==> config.mk <==
export PLATFORM = sky130hd
export DESIGN_NAME = regfile_mp_flat
export DESIGN_NICKNAME = d
export VERILOG_FILES = /design/src/rtl/regfile_pkg.sv /design/src/rtl/regfile_mp_if.sv /design/src/rtl/regfile_read_port.sv /design/src/rtl/regfile_mp.sv /design/src/flat_wrapper.sv
export SDC_FILE = /design/constraint.sdc
export NUM_CORES = 1
export LEC_CHECK = 0
export BUFFER_PORTS_ARGS = -buffer_cell sky130_fd_sc_hd__buf_4
export CAP_MARGIN = 20
export CORE_MARGIN = 1
export CORE_UTILIZATION = 40
export DETAILED_ROUTE_END_ITERATION = 12
export HOLD_SLACK_MARGIN = 0.02
export SKIP_LAST_GASP = 1
export SLEW_MARGIN = 40
export SYNTH_ARGS = -nofsm -noshare
export SYNTH_HDL_FRONTEND = slang
export SYNTH_HIERARCHICAL = 1
export SYNTH_SLANG_ARGS = --single-unit
export TNS_END_PERCENT = 1
==> constraint.sdc <==
create_clock -name clk -period 9 [get_ports clk]
set_clock_uncertainty 0.15 [all_clocks]
set_input_delay 0.45 -clock clk [delete_from_list [all_inputs] [get_ports clk]]
set_output_delay 0.45 -clock clk [all_outputs]
set_load 0.05 [all_outputs]
==> src/rtl/regfile_pkg.sv <==
// regfile_pkg: shared constants, clear/run FSM states and the
// clog2 helper used to size register addresses.
package regfile_pkg;

  localparam int XLEN_DEF = 32;
  localparam int REG_ZERO = 0;

  typedef enum logic {
    CLEAR = 1'b0,
    RUN   = 1'b1
  } rf_state_e;

  function automatic int clog2(input int n);
    int r;
    r = 0;
    for (int v = n - 1; v > 0; v = v >> 1) begin
      r++;
    end
    return r;
  endfunction

endpackage

==> src/rtl/regfile_mp_if.sv <==
// regfile_mp_if: decode/issue/writeback bus of the register file.
// Ports: rd_addr/rd_data/rd_busy, wr_*, reserve_*, ready.
interface regfile_mp_if
  import regfile_pkg::*;
#(
  parameter int XLEN     = XLEN_DEF,
  parameter int NUM_REGS = 32,
  parameter int NUM_READ = 2
) ();

  localparam int AW = clog2(NUM_REGS);

  logic [NUM_READ*AW-1:0]   rd_addr_i;
  logic [NUM_READ*XLEN-1:0] rd_data_o;
  logic [NUM_READ-1:0]      rd_busy_o;
  logic                     wr_enable_i;
  logic [AW-1:0]            wr_addr_i;
  logic [XLEN-1:0]          wr_data_i;
  logic                     reserve_i;
  logic [AW-1:0]            reserve_addr_i;
  logic                     ready_o;

  modport master (
    output rd_addr_i,
    input  rd_data_o,
    input  rd_busy_o,
    output wr_enable_i,
    output wr_addr_i,
    output wr_data_i,
    output reserve_i,
    output reserve_addr_i,
    input  ready_o
  );

  modport slave (
    input  rd_addr_i,
    output rd_data_o,
    output rd_busy_o,
    input  wr_enable_i,
    input  wr_addr_i,
    input  wr_data_i,
    input  reserve_i,
    input  reserve_addr_i,
    output ready_o
  );

endinterface

==> src/rtl/regfile_read_port.sv <==
// regfile_read_port: one combinational read mux with write bypass
// and busy override. In: ready, addr, storage, busy, write. Out: data, busy.
module regfile_read_port
  import regfile_pkg::*;
#(
  parameter int XLEN     = XLEN_DEF,
  parameter int NUM_REGS = 32,
  parameter int AW       = 5,
  parameter int BYPASS   = 1
) (
  input  logic                     i_ready,
  input  logic [AW-1:0]            i_addr,
  input  logic [NUM_REGS*XLEN-1:0] i_mem,
  input  logic [NUM_REGS-1:0]      i_busy,
  input  logic                     i_wr_en,
  input  logic [AW-1:0]            i_wr_addr,
  input  logic [XLEN-1:0]          i_wr_data,
  output logic [XLEN-1:0]          o_data,
  output logic                     o_busy
);

  logic w_valid;
  logic w_hit;

  // Reg 0 and addresses past the file read as zero / not busy.
  assign w_valid = i_ready
                && (i_addr != AW'(REG_ZERO))
                && (32'(i_addr) < NUM_REGS);

  // i_wr_en is already qualified by ready and a nonzero address.
  assign w_hit = (BYPASS != 0)
              && i_wr_en
              && (i_wr_addr == i_addr);

  always_comb begin
    o_data = '0;
    o_busy = 1'b0;
    if (w_valid) begin
      if (w_hit) begin
        o_data = i_wr_data;
        o_busy = 1'b0;
      end else begin
        o_data = i_mem[32'(i_addr)*XLEN +: XLEN];
        o_busy = i_busy[i_addr];
      end
    end
  end

endmodule

==> src/rtl/regfile_mp.sv <==
// regfile_mp: N-read/1-write register file with busy scoreboard,
// bypass and reset sweep. Ports: clk, reset, bus (regfile_mp_if.slave).
module regfile_mp
  import regfile_pkg::*;
#(
  parameter int XLEN           = XLEN_DEF,
  parameter int NUM_REGS       = 32,
  parameter int NUM_READ       = 2,
  parameter int BYPASS         = 1,
  parameter int CLEAR_ON_RESET = 1
) (
  input logic        clk,
  input logic        reset,
  regfile_mp_if.slave bus
);

  localparam int AW = clog2(NUM_REGS);

  rf_state_e                r_state;
  rf_state_e                w_state_nxt;
  logic [AW-1:0]            r_clr_ptr;
  logic [AW-1:0]            w_clr_ptr_nxt;
  logic                     w_clr_we;
  logic                     w_ready;
  logic                     w_wr_ok;
  logic                     w_rsv_ok;
  logic [XLEN-1:0]          r_mem [NUM_REGS];
  logic [NUM_REGS-1:0]      r_busy;
  logic [NUM_REGS*XLEN-1:0] w_mem_flat;
  logic [NUM_READ*XLEN-1:0] w_rd_data;
  logic [NUM_READ-1:0]      w_rd_busy;

  assign w_ready     = (r_state == RUN);
  assign bus.ready_o = w_ready;

  assign w_wr_ok = w_ready
                && bus.wr_enable_i
                && (bus.wr_addr_i != AW'(REG_ZERO))
                && (32'(bus.wr_addr_i) < NUM_REGS);

  assign w_rsv_ok = w_ready
                 && bus.reserve_i
                 && (bus.reserve_addr_i != AW'(REG_ZERO))
                 && (32'(bus.reserve_addr_i) < NUM_REGS);

  always_comb begin
    w_state_nxt   = r_state;
    w_clr_ptr_nxt = r_clr_ptr;
    w_clr_we      = 1'b0;
    unique case (r_state)
      CLEAR: begin
        if (CLEAR_ON_RESET != 0) begin
          w_clr_we = 1'b1;
          if (32'(r_clr_ptr) == NUM_REGS - 1) begin
            w_state_nxt = RUN;
          end else begin
            w_clr_ptr_nxt = r_clr_ptr + 1'b1;
          end
        end else begin
          w_state_nxt = RUN;
        end
      end
      RUN: begin
        w_state_nxt = RUN;
      end
    endcase
  end

  // Release before reserve so a same-cycle reserve keeps busy set.
  always_ff @(posedge clk) begin
    if (reset) begin
      r_state   <= CLEAR;
      r_clr_ptr <= '0;
      r_busy    <= '0;
    end else begin
      r_state   <= w_state_nxt;
      r_clr_ptr <= w_clr_ptr_nxt;
      if (w_wr_ok) begin
        r_busy[bus.wr_addr_i] <= 1'b0;
      end
      if (w_rsv_ok) begin
        r_busy[bus.reserve_addr_i] <= 1'b1;
      end
    end
  end

  // Sweep and writeback are exclusive: one runs in CLEAR, one in RUN.
  always_ff @(posedge clk) begin
    if (!reset) begin
      if (w_clr_we) begin
        r_mem[r_clr_ptr] <= '0;
      end else if (w_wr_ok) begin
        r_mem[bus.wr_addr_i] <= bus.wr_data_i;
      end
    end
  end

  for (genvar g = 0; g < NUM_REGS; g++) begin : g_flat
    assign w_mem_flat[g*XLEN +: XLEN] = r_mem[g];
  end

  for (genvar k = 0; k < NUM_READ; k++) begin : g_rd
    regfile_read_port #(
      .XLEN     (XLEN),
      .NUM_REGS (NUM_REGS),
      .AW       (AW),
      .BYPASS   (BYPASS)
    ) u_port (
      .i_ready   (w_ready),
      .i_addr    (bus.rd_addr_i[k*AW +: AW]),
      .i_mem     (w_mem_flat),
      .i_busy    (r_busy),
      .i_wr_en   (w_wr_ok),
      .i_wr_addr (bus.wr_addr_i),
      .i_wr_data (bus.wr_data_i),
      .o_data    (w_rd_data[k*XLEN +: XLEN]),
      .o_busy    (w_rd_busy[k])
    );
  end

  assign bus.rd_data_o = w_rd_data;
  assign bus.rd_busy_o = w_rd_busy;

endmodule

==> src/flat_wrapper.sv <==
// flat-port wrapper written by rule: the top's interface ports become plain ports
module regfile_mp_flat import regfile_pkg::*;
#(
  parameter int XLEN           = XLEN_DEF,
  parameter int NUM_REGS       = 32,
  parameter int NUM_READ       = 2,
  parameter int BYPASS         = 1,
  parameter int CLEAR_ON_RESET = 1
)
  (clk, reset, bus_rd_addr_i, bus_rd_data_o, bus_rd_busy_o, bus_wr_enable_i, bus_wr_addr_i, bus_wr_data_i, bus_reserve_i, bus_reserve_addr_i, bus_ready_o);
  regfile_mp_if #(.XLEN(XLEN), .NUM_REGS(NUM_REGS), .NUM_READ(NUM_READ)) bus_i ();
  input logic clk;
  input logic reset;
  input wire logic [$bits(bus_i.rd_addr_i)-1:0] bus_rd_addr_i;
  output wire logic [$bits(bus_i.rd_data_o)-1:0] bus_rd_data_o;
  output wire logic [$bits(bus_i.rd_busy_o)-1:0] bus_rd_busy_o;
  input wire logic [$bits(bus_i.wr_enable_i)-1:0] bus_wr_enable_i;
  input wire logic [$bits(bus_i.wr_addr_i)-1:0] bus_wr_addr_i;
  input wire logic [$bits(bus_i.wr_data_i)-1:0] bus_wr_data_i;
  input wire logic [$bits(bus_i.reserve_i)-1:0] bus_reserve_i;
  input wire logic [$bits(bus_i.reserve_addr_i)-1:0] bus_reserve_addr_i;
  output wire logic [$bits(bus_i.ready_o)-1:0] bus_ready_o;
  assign bus_i.rd_addr_i = bus_rd_addr_i;
  assign bus_rd_data_o = bus_i.rd_data_o;
  assign bus_rd_busy_o = bus_i.rd_busy_o;
  assign bus_i.wr_enable_i = bus_wr_enable_i;
  assign bus_i.wr_addr_i = bus_wr_addr_i;
  assign bus_i.wr_data_i = bus_wr_data_i;
  assign bus_i.reserve_i = bus_reserve_i;
  assign bus_i.reserve_addr_i = bus_reserve_addr_i;
  assign bus_ready_o = bus_i.ready_o;
  regfile_mp #(.XLEN(XLEN), .NUM_REGS(NUM_REGS), .NUM_READ(NUM_READ), .BYPASS(BYPASS), .CLEAR_ON_RESET(CLEAR_ON_RESET)) u_core (.clk(clk), .reset(reset), .bus(bus_i));
endmodule
==> flow_results.org <==
** Outcome
- The flow ran to the end, and the final reports show no timing, DRC or antenna violations.

** STA
- In the final timing run, aggregate negative setup slack is 0 ps.
- The final count of pins violating max slew is 0.
- The hold violation count in the final report was 0.
- Setup violations remaining at the end of the flow were counted as 0.
- Of the available clock period, the critical path in the final layout requires 0.526.
- RSZ-0062 raised after global routing :: no
- Worst Slack Setup Final :: 4270 ps
- Final period demand of the worst path :: 4730 ps
- Peak clock frequency supported by timing :: 211 MHz
- Measured against its own limit, the worst slew margin works out to 0.353.
- Transition at the pin with the smallest max-transition slack :: 971 ps

** Power and ir drop
- Relative contribution of the clock network to total power :: 0.429
- The internal power of the cells totals 8.35 mW.
- Switching power :: 2.45 mW
- IR analysis of the VDD net gives a maximum drop of 0.000201 V.
- Relative contribution of combinational cells to total power :: 0.072
- Of the total power, the share spent switching nets is 0.227.
- The analysis attributes to cell leakage a power of 17.9 nW.
- Sequential share of power :: 0.499
- Power spread over the standard cell area amounts to 188 mW/mm2.

** Logic synthesis
- Of the total synthesized cell area, the portion taken by AND, OR, NAND and NOR gates is 0.0394.
- Commonest register cell after synthesis :: sky130_fd_sc_hd__edfxtp_1
- Of the total synthesized cell area, the portion taken by full adders, half adders and majority gates is 0.000493.
- In this run, synthesis produced a sequential element count of 1062.
- Area share of the largest cell type after synthesis :: 0.606
- By area the synthesized netlist is led by sky130_fd_sc_hd__edfxtp_1 61%, sky130_fd_sc_hd__mux4_2 12%, sky130_fd_sc_hd__mux2i_1 8.6%.
- The synthesized design contains 1024 enable-type register cells.
- Compound-cell area share of the yosys netlist :: 0.101
- For this run, the register share of the synthesized area comes to 0.621.
- Async set-or-reset flop fraction in the synthesized netlist :: 0
- Synthesized netlist cell count :: 3190
- The Yosys step of the flow raised 6 warnings.
- Synthesized area :: 0.0508 mm2
- Count of different cell masters after synthesis :: 62
- The number of nets in the synthesized netlist is 3248.
- Xor/xnor share of the synthesized area :: 0.00224
- The average instance in the mapped netlist occupies 15.9 um2.
- Post-synthesis mux area share :: 0.211
- After synthesis, the largest family of logic cells by area is multiplexers.
- Cell taking the most area after synthesis :: sky130_fd_sc_hd__edfxtp_1

** Die
- The die covers 0.128 mm2.
- IO Count :: 123
- Total number of placement rows :: 130
- Initial standard-cell utilization of the core :: 0.404
- The core region is 0.126 mm2.
- Overall die height :: 358 um
- Die outline width :: 358 um

** Clock network
- The later pin in the worst-skew pair is clocked with a latency of 680 ps.
- Level count of the clock H-tree :: 3
- TritonCTS created 108 clock buffers.
- Post-CTS sizing :: 0
- Maximum buffer depth of the clock tree :: 3
- Clock tree root buffer cell :: sky130_fd_sc_hd__clkbuf_16
- After clock tree synthesis, the clock-pin slew on the worst setup and hold paths is 60 ps.
- Clock tree from TritonCTS :: done
- Clock tree synthesis found a total of 1062 sinks.

** Route
- Average wire per standard cell :: 33.5 um
- For this block, the via count after detailed routing is 32897.
- Using the TritonRoute via totals, the vias-per-cell ratio works out to 6.55.
- ANT nets after route :: 0
- Summed over all layers, the routed wires come to 168000 um.
- Drt first pass iters :: 6
- Residual DRC :: 0
- Initial DRC count :: 3667

** Worst setup path
- The number of buffers and inverters on the critical path is 5.
- Along the worst path, the maximum fanout reaches 65.
- Reg2reg path depth :: 6
- Worst setup path category :: in -> out
- The worst setup path is captured at an output port.
- Data on the critical path is required at its endpoint by 8400 ps.
- In this design, the stage delay of the slowest critical-path cell is 610 ps.
- The largest individual stage delay along the critical path comes from the cell sky130_fd_sc_hd__buf_6.
- CP Data Arrival Time :: 4130 ps
- Crit-path leading delay family :: buffers and inverters
- STA classifies the critical path startpoint as an input port.
- The signal on the critical path passes through buf_8 > buf_12 > buf_16 > buf_6 > mux4_2 > a2111oi_2 > o211ai_1 > a22o_1 > buf_4.
- The critical path crosses 9 cells after its start point.

** Global routing
- In the global route stage, overall resource usage came out at 0.259.
- The via count of the first global-routing pass came to 32898.
- For this run, global-route usage on met2 was measured as 0.433.
- Met3 Track Usage GR :: 0.0367
- First-pass GRT wire length :: 237000 um
- Highest-utilization routing layer at the global route stage :: met2
- The initial antenna violation count was 1.
- After global routing the overflow that remains totals 0.
- Entering global routing, the biggest net connects 66 pins.
- Met1 Use GR :: 0.339

** Cells and area
- Share of the core filled with cells in the final layout :: 0.457
- Nets :: 3337
- The area growth from synthesis to layout is 13.3%.
- The layout has 10783 filler cells.
- Post-route cell area :: 0.0575 mm2
- Share of layout cells above drive strength 1 :: 0.244

** Min path
- Tightest Hold Check Type :: in -> reg
- The worst hold path was traced through 2 stages.

** Place
- Placed cell area :: 0.0538 mm2
- RePlAce Congestion :: 0.811
- Count of buffers from port buffering :: 122
- Setup Slack @ Placement :: 4280 ps
- Summed over all nets, the half-perimeter wirelength after detailed placement is 92700 um.

** Flow run
- Count of maximum capacitance violations :: 0
-- through the flow --
step	std cells	power, mW	hold slack, ps
floorplan	3190	5.99	309
global route	5022	11.0	58.6
detailed placement	4809	6.26	323
global placement	4805	6.25	320
finish	5023	10.8	38.1
CTS	5021	10.8	23.2
-- final cells by class --
type	count	area, um2	area share
diodes	1	2.50	0.0000435
flip-flops and latches	1062	31500	0.548
inverters	5	18.8	0.000326
clock buffers	130	2870	0.0499
repair buffers	238	1960	0.0342
well taps	1650	2060	0.0359
multi-input cells	1864	18300	0.319
clock inverters	73	762	0.0132
-- worst register-to-register path, cell delays in order (launching register included) --
cell,delay [ps]
sky130_fd_sc_hd__dfxtp_1,820
sky130_fd_sc_hd__nand3b_1,370
sky130_fd_sc_hd__a21oi_4,200
sky130_fd_sc_hd__buf_4,590
sky130_fd_sc_hd__o22ai_2,440
sky130_fd_sc_hd__nor3_2,760
sky130_fd_sc_hd__buf_4,780
-- worst paths after layout --
path,from,end,slack [ps]
hold reg to reg,u_core/r_busy[13],u_core/r_busy[13],340
hold / removal,reset,u_core/bus.ready_o,40
setup reg to reg,u_core/bus.ready_o,u_core/r_mem[0][31],4450
setup / recovery,bus_rd_addr_i[5],bus_rd_data_o[37],4270
-- registers in the layout, indices dropped and copies added (netlist names) --
name	count
u_core/r_mem	1024
u_core/r_busy	32
u_core/bus.ready_o	1
u_core/r_clr_ptr	5
-- per-layer routing --
metal / vias up / share of wire
li1: 13423 / -
met1: 17323 / 0.39
met2: 1779 / 0.49
met3: 372 / 0.082
met4: 0 / 0.043
met5: - / 0
-- power by group through the flow --
stage	registers (mW)	clock network [mW]	logic [mW]
after detailed placement	5.49	0	0.765
final	5.39	4.63	0.777
after CTS	5.39	4.68	0.769
after global routing	5.39	4.85	0.805
after floorplan	5.49	0	0.497
after global placement	5.49	0	0.759
-- synthesized netlist by cell type (20+ instances only) --
master                      count
sky130_fd_sc_hd__edfxtp_1    1024
sky130_fd_sc_hd__mux2i_1      438
sky130_fd_sc_hd__mux4_2       270
sky130_fd_sc_hd__a21oi_1      182
sky130_fd_sc_hd__nor2_1       124
sky130_fd_sc_hd__clkbuf_1     123
sky130_fd_sc_hd__o21ai_0       97
sky130_fd_sc_hd__nand2_1       84
sky130_fd_sc_hd__o22ai_1       83
sky130_fd_sc_hd__buf_2         77
sky130_fd_sc_hd__a22o_1        64
sky130_fd_sc_hd__nand3_1       54
sky130_fd_sc_hd__o221ai_1      48
sky130_fd_sc_hd__a2111oi_2     46
sky130_fd_sc_hd__a22oi_1       46
sky130_fd_sc_hd__o211ai_1      46
sky130_fd_sc_hd__nor3_1        44
sky130_fd_sc_hd__dfxtp_1       38
sky130_fd_sc_hd__and2_1        34
sky130_fd_sc_hd__buf_4         28
sky130_fd_sc_hd__mux2_2        20
-- timing repair --
action	CTS	global route
hold buffers	9	0
hold endpoints to repair	28	0
setup buffers	0	0
-- cell families (layout without fill, tap and decap cells) --
family	after synthesis	after routing
fa+ha+maj	2	2
flops	1062	1062
buf+inv	264	446
mux	728	728
xor+xnor	13	13
other cells	0	1
simple gates	409	409
compound gates	712	712
-- cell usage in the layout, fill, tap and decap left out, drive strengths merged, types with 53 or more instances in the layout --
cell / instances
mux2i: 438
nand3: 54
nor2: 124
clkinv: 53
a22o: 64
edfxtp: 1024
o22ai: 83
clkbuf: 130
buf: 229
a21oi: 183
nand2: 84
o21ai: 98
a2111oi: 62
mux4: 270
(Power assumes the default switching activity.)
